## src/rtl/sub_serial.sv

```systemverilog
// sub_serial: digit-serial unsigned subtractor Z = X - Y - bin, LSD first, valid/ready on both sides.
// Optional zero/ovf result flags are enabled with the SUB_FLAGS_EN macro.
module sub_serial #(
    parameter int WIDTH = 8,
    parameter int DIGIT = 2
) (
    input  logic             clk,
    input  logic             rst,
    input  logic             in_valid,
    output logic             in_ready,
    input  logic [WIDTH-1:0] X,
    input  logic [WIDTH-1:0] Y,
    input  logic             bin,
    output logic             out_valid,
    input  logic             out_ready,
    output logic [WIDTH-1:0] Z,
    output logic             bout,
    output logic             busy
`ifdef SUB_FLAGS_EN
    ,
    output logic             zero,
    output logic             ovf
`endif
);
    localparam int N  = WIDTH / DIGIT;
    localparam int CW = (N > 1) ? $clog2(N) : 1;

    typedef enum logic [1:0] {IDLE, RUN, DONE} state_t;

    state_t           r_state, w_next;
    logic [WIDTH-1:0] r_x, r_y, r_acc;
    logic             r_b;
    logic [CW-1:0]    r_cnt;
    logic [DIGIT:0]   w_diff;
    logic [WIDTH-1:0] w_acc;
    logic             w_last, w_accept;
`ifdef SUB_FLAGS_EN
    logic             r_xm, r_ym;
`endif

    // One extra bit on the digit difference captures the outgoing borrow.
    assign w_diff   = {1'b0, r_x[DIGIT-1:0]} - {1'b0, r_y[DIGIT-1:0]} - {{DIGIT{1'b0}}, r_b};
    assign w_acc    = {w_diff[DIGIT-1:0], r_acc[WIDTH-1:DIGIT]};
    assign w_last   = r_cnt == CW'(N - 1);
    assign w_accept = in_valid & in_ready;

    always_comb begin
        w_next    = r_state;
        in_ready  = r_state == IDLE;
        out_valid = r_state == DONE;
        busy      = r_state != IDLE;
        if (r_state == IDLE && in_valid)
            w_next = RUN;
        else if (r_state == RUN && w_last)
            w_next = DONE;
        else if (r_state == DONE && out_ready)
            w_next = IDLE;
    end

    always_ff @(posedge clk) begin
        if (rst) begin
            r_state <= IDLE;
            r_x     <= '0;
            r_y     <= '0;
            r_acc   <= '0;
            r_b     <= 1'b0;
            r_cnt   <= '0;
            Z       <= '0;
            bout    <= 1'b0;
`ifdef SUB_FLAGS_EN
            r_xm    <= 1'b0;
            r_ym    <= 1'b0;
            zero    <= 1'b0;
            ovf     <= 1'b0;
`endif
        end else begin
            r_state <= w_next;
            if (w_accept) begin
                r_x   <= X;
                r_y   <= Y;
                r_b   <= bin;
                r_cnt <= '0;
`ifdef SUB_FLAGS_EN
                r_xm  <= X[WIDTH-1];
                r_ym  <= Y[WIDTH-1];
`endif
            end else if (r_state == RUN) begin
                r_x   <= r_x >> DIGIT;
                r_y   <= r_y >> DIGIT;
                r_acc <= w_acc;
                r_b   <= w_diff[DIGIT];
                r_cnt <= r_cnt + CW'(1);
                if (w_last) begin
                    Z    <= w_acc;
                    bout <= w_diff[DIGIT];
`ifdef SUB_FLAGS_EN
                    zero <= w_acc == '0;
                    ovf  <= (r_xm ^ r_ym) & (w_acc[WIDTH-1] ^ r_xm);
`endif
                end
            end
        end
    end
endmodule

```

## config.mk

```make
export PLATFORM = sky130hd
export DESIGN_NAME = sub_serial
export DESIGN_NICKNAME = d
export VERILOG_FILES = /design/src/rtl/sub_serial.sv
export SDC_FILE = /design/constraint.sdc
export NUM_CORES = 1
export LEC_CHECK = 0
export BUFFER_PORTS_ARGS = -buffer_cell sky130_fd_sc_hd__buf_2
export CAP_MARGIN = 20
export CORE_MARGIN = 2
export CORE_UTILIZATION = 45
export CTS_CLUSTER_SIZE = 25
export DETAILED_ROUTE_END_ITERATION = 12
export PLACE_DENSITY = 0.7
export SLEW_MARGIN = 20
export SYNTH_ARGS = -nofsm -noshare
export SYNTH_HDL_FRONTEND = slang
export SYNTH_SLANG_ARGS = --single-unit
```

## constraint.sdc

```tcl
create_clock -name clk -period 1.4 [get_ports clk]
set_input_delay 0.21 -clock clk [delete_from_list [all_inputs] [get_ports clk]]
set_output_delay 0.21 -clock clk [all_outputs]
set_load 0.05 [all_outputs]
```

==> flow_summary.yaml, run 1 <==
status:
  status: "finished with violations"
  violations: "negative setup slack"
logic_synthesis:
  synth.most_common_cell: "dfxtp_1"
  synth_area_leaders: "dfxtp_1 45%, a21oi_1 11%, nand2_1 6.8%, a211oi_2 4.7%, nor2_1 4.4%"
  synth_seq_area_share_pct: 44.8
  synth_ff_type: "dfxtp_1"
  async_flop_share_pct: 0
  post_synth.cell_area_avg_sq_um: 8.55
  syn_area_sq_mm: 0.00161
  synth_top_cell_area_share_pct: 44.8
  synthCells: 188
  syn-num-nets: 212
  yosysTopAreaCell: "dfxtp_1"
  ys_ff_latch: 36
  synth_warnings: 0
  yosysUniqueCellTypes: 28
  synth-edff-count: 0
  ys_top_cells_by_count: "36 x dfxtp_1, 34 x a21oi_1, 29 x nand2_1, 19 x nor2_1, 11 x nand3_1"
sta:
  setup_violations: 2
  fmax_ghz: 0.657
  hold_viol_final: 0
  final_max_slew_viol_count: 0
  fin_ws_ps: -122
  fin_crit_ps: 1520
  fin_crit_sh_pct: 109
  fin_setup_tns_ps: -235
  skew_ps: 11.0
  rsz0062_at_grt: "yes"
  slew_headroom_pct: 70.7
  worstMarginPinSlew_ps: 440
critical_path:
  cp-start-kind: "flip-flop"
  cp.arrival_ps: 1810
  cp_top_family: "adder cells"
  reg2reg_depth: 4
  endpoint_kind: "flip-flop"
  reg2reg_from: "r_x[0]"
  r2r_end: "r_acc[7]"
  cp_max_fo: 2
  critical_path_class: "reg2reg"
  path_cells: "fa_2 > inv_2 > fa_2 > a211oi_2"
  critPathSlowestCell: "fa_2"
  crit_buf_inv: 1
  crit_top_cell: "fa_2"
  reg2reg_slack_ps: -120
  cpPeakStageDelay_ps: 440
  cp.required_ps: 1690
routing:
  vias: 1422
  wl_per_cell_um: 12.1
  final_antenna_net_count: 0
  via_per_inst: 5.12
  wirelength_mm: 3.37
  route.detailed.drc: 0
  drt_iter0_markers: 62
  drt_first_pass_iters: 4
final_layout:
  num-fill-cells: 314
  drive_gt1_share_pct: 39.2
  final_cell_count_no_fill: 278
  fin_util_pct: 61.1
  area_delta_synth_final_pct: 28.7
  final_nets: 255
  antennaDiodeCount: 0
  finish.instance_area_sq_mm: 0.00207
pwr:
  pwr-share-comb_pct: 19.0
  p_int_mw: 1.67
  ir_drop_mv: 0.739
  p_clk_share_pct: 32.4
  power_frac_seq_pct: 48.7
  sw_frac_of_total_pct: 27.5
  p_switching_mw: 0.632
  p_leak_nw: 0.845
  power_density_mw_per_mm2: 1110
floorplan:
  dieArea_sq_mm: 0.00407
  die_w_um: 63.8
  start_util_pct: 47.4
  fp-row-count: 21
  core_sq_mm: 0.00339
  die_y_um: 63.8
  ios: 33
worst_hold_path:
  hold_depth: 3
  holdPathEnd: "r_x[7]"
  min_from: "X[7]"
  worstHoldPathType: "in2reg"
clock_tree:
  worstSkewPairLatency_ps: 360
  h-tree-depth: 2
  cts_sinks: 36
  cts_made_buffers: 5
  cts_tree: "done"
  clkTransAtPathRegs_ps: 110
  cts-root-buf: "clkbuf_4"
  cts_buffer_depth: 2
  ctsHoldBuffers: 0
global_route:
  grt_pass1_wl_mm: 5.60
  grt_start_max_net_pins: 21
  antenna_found_initial: 0
  overflow: 0
  grtUsageTotal_pct: 17.8
  first_global_vias: 1314
place:
  hpwl_mm: 2.28
  port_buffers: 32
  pre_cts_slack_ps: -175
  dpl_cell_area_sq_mm: 0.00190
  dp_cells: 267
  routabilityCongestion: 0.757
run:
  drv_cap: 0
==> routing by layer <==
metal	track usage, %	routed length, um
met5	0	0
met4	8.15	64
met3	4.23	136
met2	31.1	1680
met1	20.5	1480
==> metrics by stage <==
| stage | hold WS [ps] | power, mW |
|---|---|---|
| 5_1_grt | 80.0 | 2.41 |
| 4_1_cts | 79.0 | 2.29 |
| 2_1_floorplan | 346 | 1.42 |
| 3_3_place_gp | 441 | 1.54 |
| 6_report | 83.1 | 2.30 |
| 3_5_place_dp | 444 | 1.55 |
==> worst max path at each step <==
stage          startpoint       end  slack [ps]  cells after the start
2_1_floorplan      r_x[0]      Z[7]        -110                      4
3_3_place_gp          r_b      Z[7]        -130                      5
3_5_place_dp          r_b      Z[7]        -180                      5
4_1_cts            r_x[0]      Z[7]        -130                      4
5_1_grt            r_y[0]      Z[7]        -160                      5
6_report           r_x[0]  r_acc[7]        -120                      4
==> placed cells by master, fill, tap and decap left out, types with 3 or more instances in the layout <==
cell	count
a211oi_1	3
a211oi_2	6
a21oi_1	33
buf_12	3
buf_2	29
buf_4	14
buf_6	4
clkbuf_4	5
dfxtp_1	31
dfxtp_2	3
inv_2	4
nand2_1	29
nand2b_1	4
nand3_1	11
nor2_1	18
nor3_1	5
or3b_2	3
==> tightest hold or removal path: stages <==
cell     delay, ps
buf_2           90
nand2_1         40
a21oi_1         50
==> area by class of cell <==
class	count	area, sq um	share of cell area, %
flip-flops and latches	36	732	35.4
multi-input cells	131	807	39.0
clock buffers	5	37.5	1.81
inverters	6	22.5	1.09
well taps	46	57.6	2.78
repair buffers	51	370	17.9
clock inverters	3	42.5	2.06
==> flip-flops by register name, indices dropped and copies added, names as in the netlist <==
name	cells
Z	8
r_x	8
r_y	8
r_acc	6
r_cnt	2
r_state	2
bout	1
r_b	1
==> repair_timing <==
action,CTS,global route
cloned,0,0
pin swaps,3,2
setup buffers,1,2
setup endpoints to repair,7,10
gates resized for setup,12,10
==> power by group through the flow <==
stage / Combinational [mW] / Clock (mW) / Sequential (mW)
after floorplan: 0.281 / 0 / 1.14
after global placement: 0.397 / 0 / 1.14
after detailed placement: 0.404 / 0 / 1.14
after CTS: 0.413 / 0.761 / 1.12
after global routing: 0.484 / 0.801 / 1.13
final: 0.436 / 0.745 / 1.12
==> logic make-up (layout without fill, tap and decap cells) <==
group           count (synthesis)  after routing  share of synthesized area, %
fa+ha+maj                       3              3                          3.27
xor+xnor                        1              1                         0.545
flops                          36             36                          44.8
buf+inv                        21             65                          7.63
mux                             2              2                          1.25
compound gates                 48             48                          19.5
simple gates                   77             77                          23.0
(Power assumes the default switching activity.)
==> run 2: changes to the inputs <==
--- a/config.mk
+++ b/config.mk
@@ -12,6 +12,7 @@
 export CTS_CLUSTER_SIZE = 25
 export DETAILED_ROUTE_END_ITERATION = 12
 export PLACE_DENSITY = 0.7
+export SETUP_SLACK_MARGIN = 0.05
 export SLEW_MARGIN = 20
 export SYNTH_ARGS = -nofsm -noshare
 export SYNTH_HDL_FRONTEND = slang
==> constraint.sdc (replaced) <==
create_clock -name clk -period 1.4 [get_ports clk]
set_input_delay 0.42 -clock clk [delete_from_list [all_inputs] [get_ports clk]]
set_output_delay 0.42 -clock clk [all_outputs]
set_load 0.05 [all_outputs]
==> flow_summary.yaml, run 2 (synthesized netlist as in run 1, its figures left out) <==
final_layout:
  fin_util_pct: 67.4
  antennaDiodeCount: 0
  drive_gt1_share_pct: 51.9
  final_nets: 259
  finish.instance_area_sq_mm: 0.00229
  area_delta_synth_final_pct: 42.2
  reg_top3: "Z x8, r_x x8, r_y x8"
  mostFrequentLayoutCells: "31 x dfxtp_1, 25 x nand2_1, 24 x buf_4"
  final_common_cell: "dfxtp_1"
clock_tree:
  worstSkewPairLatency_ps: 340
  cts_tree: "done"
  cts_made_buffers: 5
  cts_buffer_depth: 2
  cts_sinks: 36
  cts-root-buf: "clkbuf_4"
  h-tree-depth: 2
  clkTransAtPathRegs_ps: 110
critical_path:
  crit_buf_inv: 3
  critPathSlowestCell: "dfxtp_2"
  cp_max_fo: 4
  cpPeakStageDelay_ps: 350
  critical_path_class: "reg2out"
  cp.required_ps: 980
  cp_top_family: "buffers and inverters"
  cp.arrival_ps: 1170
  endpoint_kind: "output pin"
  path_cells: "buf_12 > nor2_4 > clkinvlp_4 > buf_8"
  cp-start-kind: "flip-flop"
sta:
  fmax_ghz: 0.630
  fin_ws_ps: -187
  fin_crit_sh_pct: 113
  skew_ps: 7.00
  slew_headroom_pct: 71.9
  setup_violations: 22
  hold_viol_final: 0
  fin_hold_ws_ps: 315
  worstMarginPinSlew_ps: 421
  rsz0062_at_grt: "yes"
  fin_crit_ps: 1590
  final_max_slew_viol_count: 0
global_route:
  grtUsageTotal_pct: 18.4
  grt_pass1_wl_mm: 5.87
  grt_start_max_net_pins: 27
  antenna_found_initial: 0
  first_global_vias: 1395
  overflow: 0
floorplan:
  fp-row-count: 21
  die_w_um: 63.8
  die_y_um: 63.8
  core_sq_mm: 0.00339
  dieArea_sq_mm: 0.00407
  ios: 33
  start_util_pct: 47.4
routing:
  route.detailed.drc: 0
  drt_iter0_markers: 47
  met2_length_mm: 1.88
  vias: 1460
  drt_first_pass_iters: 4
  via_per_inst: 5.20
  dr_wl_met3_um: 140
  wirelength_mm: 3.71
  final_antenna_net_count: 0
  wl_met1_mm: 1.60
  top_layer_used: "met4"
  wl_per_cell_um: 13.2
pwr:
  pwr-share-comb_pct: 24.9
  p_int_mw: 1.54
  sw_frac_of_total_pct: 29.9
  ir_drop_mv: 0.602
  power.total_mw: 2.19
  power_frac_seq_pct: 51.3
  p_leak_nw: 0.901
  power_density_mw_per_mm2: 960
  p_clk_share_pct: 23.8
  p_switching_mw: 0.655
place:
  hpwl_mm: 2.26
  port_buffers: 32
  routabilityCongestion: 0.737
  dpl_cell_area_sq_mm: 0.00193
status:
  status: "finished with violations"
  violations: "negative setup slack"
run:
  drv_cap: 0
worst_hold_path:
  worstHoldPathType: "in2reg"
-- run 2: timing repair --
item / 4_1_cts / 5_1_grt
gates cloned: 0 / 2
endpoints found under the setup margin: 16 / 23
hold buffers: 0 / 0
pin swaps: 7 / 15
buffers inserted: 5 / 2
resized for setup: 31 / 34
-- run 2: per-layer routing --
metal	track usage, %	vias to the layer above
li1	-	730
met1	20.8	693
met2	32.1	27
met3	4.93	10
met4	8.97	0
met5	0	-
-- run 2: final timing paths --
path	cells after the start	slack, ps	startpoint	end
min	3	320	out_ready	r_state[1]
min reg2reg	2	460	Z[4]	Z[4]
max	4	-190	r_state[0]	busy
max reg2reg	5	-150	r_y[0]	Z[7]
-- run 2: power groups by stage --
stage	Clock, mW	Combinational, mW	Sequential, mW
2_1_floorplan	0	0.289	1.14
3_3_place_gp	0	0.408	1.14
3_5_place_dp	0	0.413	1.15
4_1_cts	0.532	0.462	1.12
5_1_grt	0.564	0.596	1.13
6_report	0.522	0.546	1.13
-- run 2: stage by stage --
step           std cells  TNS [ps]  setup slack [ps]
2_1_floorplan        188      -350              -199
3_3_place_gp         266      -186              -136
3_5_place_dp         266      -341              -243
4_1_cts              278      -738              -190
5_1_grt              281     -2870              -228
6_report             281     -1800              -187
-- run 2: final cells by class --
class,instances,area (sq um)
Fill cell,268,1100
Multi-Input combinational cell,131,967
Sequential cell,36,729
Timing Repair Buffer,55,459
Tap cell,46,57.6
Clock buffer,6,41.3
Inverter,6,26.3
Clock inverter,1,5.00
-- run 2: worst reg2reg max path, stage by stage (launching register included) --
cell      delay, ps
dfxtp_2         350
inv_2            40
fa_2            350
inv_2            70
fa_2            440
a311oi_2        220
==> run 3: changes to the inputs <==
--- a/config.mk
+++ b/config.mk
@@ -11,7 +11,7 @@
 export CORE_UTILIZATION = 45
 export CTS_CLUSTER_SIZE = 25
 export DETAILED_ROUTE_END_ITERATION = 12
-export PLACE_DENSITY = 0.7
+export PLACE_DENSITY = 0.68
 export SETUP_SLACK_MARGIN = 0.05
 export SLEW_MARGIN = 20
 export SYNTH_ARGS = -nofsm -noshare
==> constraint.sdc (replaced) <==
create_clock -name clk -period 1.78 [get_ports clk]
set_input_delay 0.534 -clock clk [delete_from_list [all_inputs] [get_ports clk]]
set_output_delay 0.534 -clock clk [all_outputs]
set_load 0.05 [all_outputs]
==> flow_summary.yaml, run 3 (synthesized netlist as in run 1, its figures left out) <==
status:
  status: "finished clean"
critical_path:
  cpPeakStageDelay_ps: 450
  crit_buf_inv: 2
  path_cells: "nor2_4 > inv_1 > buf_2"
  cp_max_fo: 11
  cp.required_ps: 1250
  cp_top_family: "flip-flops"
  startpoint: "r_state[0]"
  critical_path_class: "reg2out"
  reg2reg_from: "r_x[0]"
  cp-start-kind: "flip-flop"
  critPathSlowestCell: "dfxtp_4"
  endpoint_kind: "output pin"
  cp.arrival_ps: 1140
global_route:
  first_global_vias: 1239
  grtUsageTotal_pct: 17.1
  overflow: 0
  antenna_found_initial: 0
  grt_pass1_wl_mm: 5.38
  grt_start_max_net_pins: 27
routing:
  via_per_inst: 5.09
  wirelength_mm: 3.20
  drt_first_pass_iters: 4
  drt_iter0_markers: 75
  route.detailed.drc: 0
  vias: 1369
  wl_per_cell_um: 11.9
  final_antenna_net_count: 0
pwr:
  pwr-share-comb_pct: 16.0
  p_int_mw: 1.27
  power.total_mw: 1.75
  p_leak_nw: 0.785
  power_density_mw_per_mm2: 902
  power_frac_seq_pct: 50.9
  p_switching_mw: 0.475
  ir_drop_mv: 0.574
  sw_frac_of_total_pct: 27.2
  p_clk_share_pct: 33.1
final_layout:
  antennaDiodeCount: 0
  reg_top3: "Z x8, r_x x8, r_y x8"
  fin_util_pct: 57.1
  area_delta_synth_final_pct: 20.3
  final_cell_count_no_fill: 269
  mostFrequentLayoutCells: "34 x dfxtp_1, 34 x a21oi_1, 31 x buf_2"
  drive_gt1_share_pct: 30.9
  final_nets: 246
sta:
  worstMarginPinSlew_ps: 372
  setup_violations: 0
  fin_hold_ws_ps: 416
  hold_viol_final: 0
  slew_headroom_pct: 75.2
  skew_ps: 9.12
  fmax_ghz: 0.598
  final_max_slew_viol_count: 0
  fin_crit_sh_pct: 94.0
  rsz0062_at_grt: "no"
  fin_crit_ps: 1670
  fin_setup_tns_ps: 0
worst_hold_path:
  worstHoldPathType: "in2reg"
  min_from: "Y[7]"
clock_tree:
  cts-root-buf: "clkbuf_4"
  clkTransAtPathRegs_ps: 110
  cts_tree: "done"
  cts_buffer_depth: 2
  cts_sinks: 36
  h-tree-depth: 2
  postCtsSetupRepairBufs: 0
  cts_made_buffers: 5
  worstSkewPairLatency_ps: 350
  post_cts_resized: 2
  ctsHoldBuffers: 0
floorplan:
  core_sq_mm: 0.00339
  start_util_pct: 47.4
  die_w_um: 63.8
  die_y_um: 63.8
  ios: 33
  dieArea_sq_mm: 0.00407
  fp-row-count: 21
place:
  routabilityCongestion: 0.751
  port_buffers: 32
  dp_cells: 261
  hpwl_mm: 2.25
run:
  drv_cap: 0
## run 3: cell count changes in the layout (fill, tap and decap cells not counted), sizes merged
cell	delta
bufinv	+1
buf	-13
inv	+1
clkbuf	-1
## run 3: worst register-to-register path, stage by stage (launching register included)
cell	delay (ps)
dfxtp_1	370
fa_1	440
inv_1	70
fa_1	450
a311oi_2	240
## run 3: metal layers
| layer | part of all wire (%) | up-vias | GRT usage, % |
|---|---|---|---|
| met5 | 0 | - | 0 |
| met4 | 1.2 | 0 | 7.34 |
| met3 | 4.7 | 6 | 4.93 |
| met2 | 46 | 37 | 27.8 |
| met1 | 48 | 619 | 21.0 |
| li1 | - | 707 | - |
## run 3: path summary, 6_finish.rpt
path	end	slack [ps]	cells after the start
setup / recovery	busy	110	3
hold / removal	r_y[7]	420	3
setup reg to reg	Z[7]	140	4
hold reg to reg	Z[2]	460	2
## run 3: area by class of cell
type,count,area [sq um]
Clock buffer,5,37.5
Fill cell,317,1460
Timing Repair Buffer,42,263
Clock inverter,3,42.5
Tap cell,46,57.6
Multi-Input combinational cell,131,786
Inverter,6,22.5
Sequential cell,36,726
## run 3: power groups by stage
| stage | clock, mW | combinational [mW] | sequential, mW |
|---|---|---|---|
| after floorplan | 0 | 0.218 | 0.893 |
| after global placement | 0 | 0.276 | 0.904 |
| after detailed placement | 0 | 0.279 | 0.905 |
| after global routing | 0.621 | 0.314 | 0.893 |
| final | 0.579 | 0.279 | 0.888 |
| after CTS | 0.593 | 0.281 | 0.888 |
## run 3: metrics by stage
stage	area (sq um)	worst slack (ps)
after floorplan	1620	1.86
after global placement	1840	161
after detailed placement	1840	138
after CTS	1920	22.6
after global routing	1930	54.0
final	1930	107
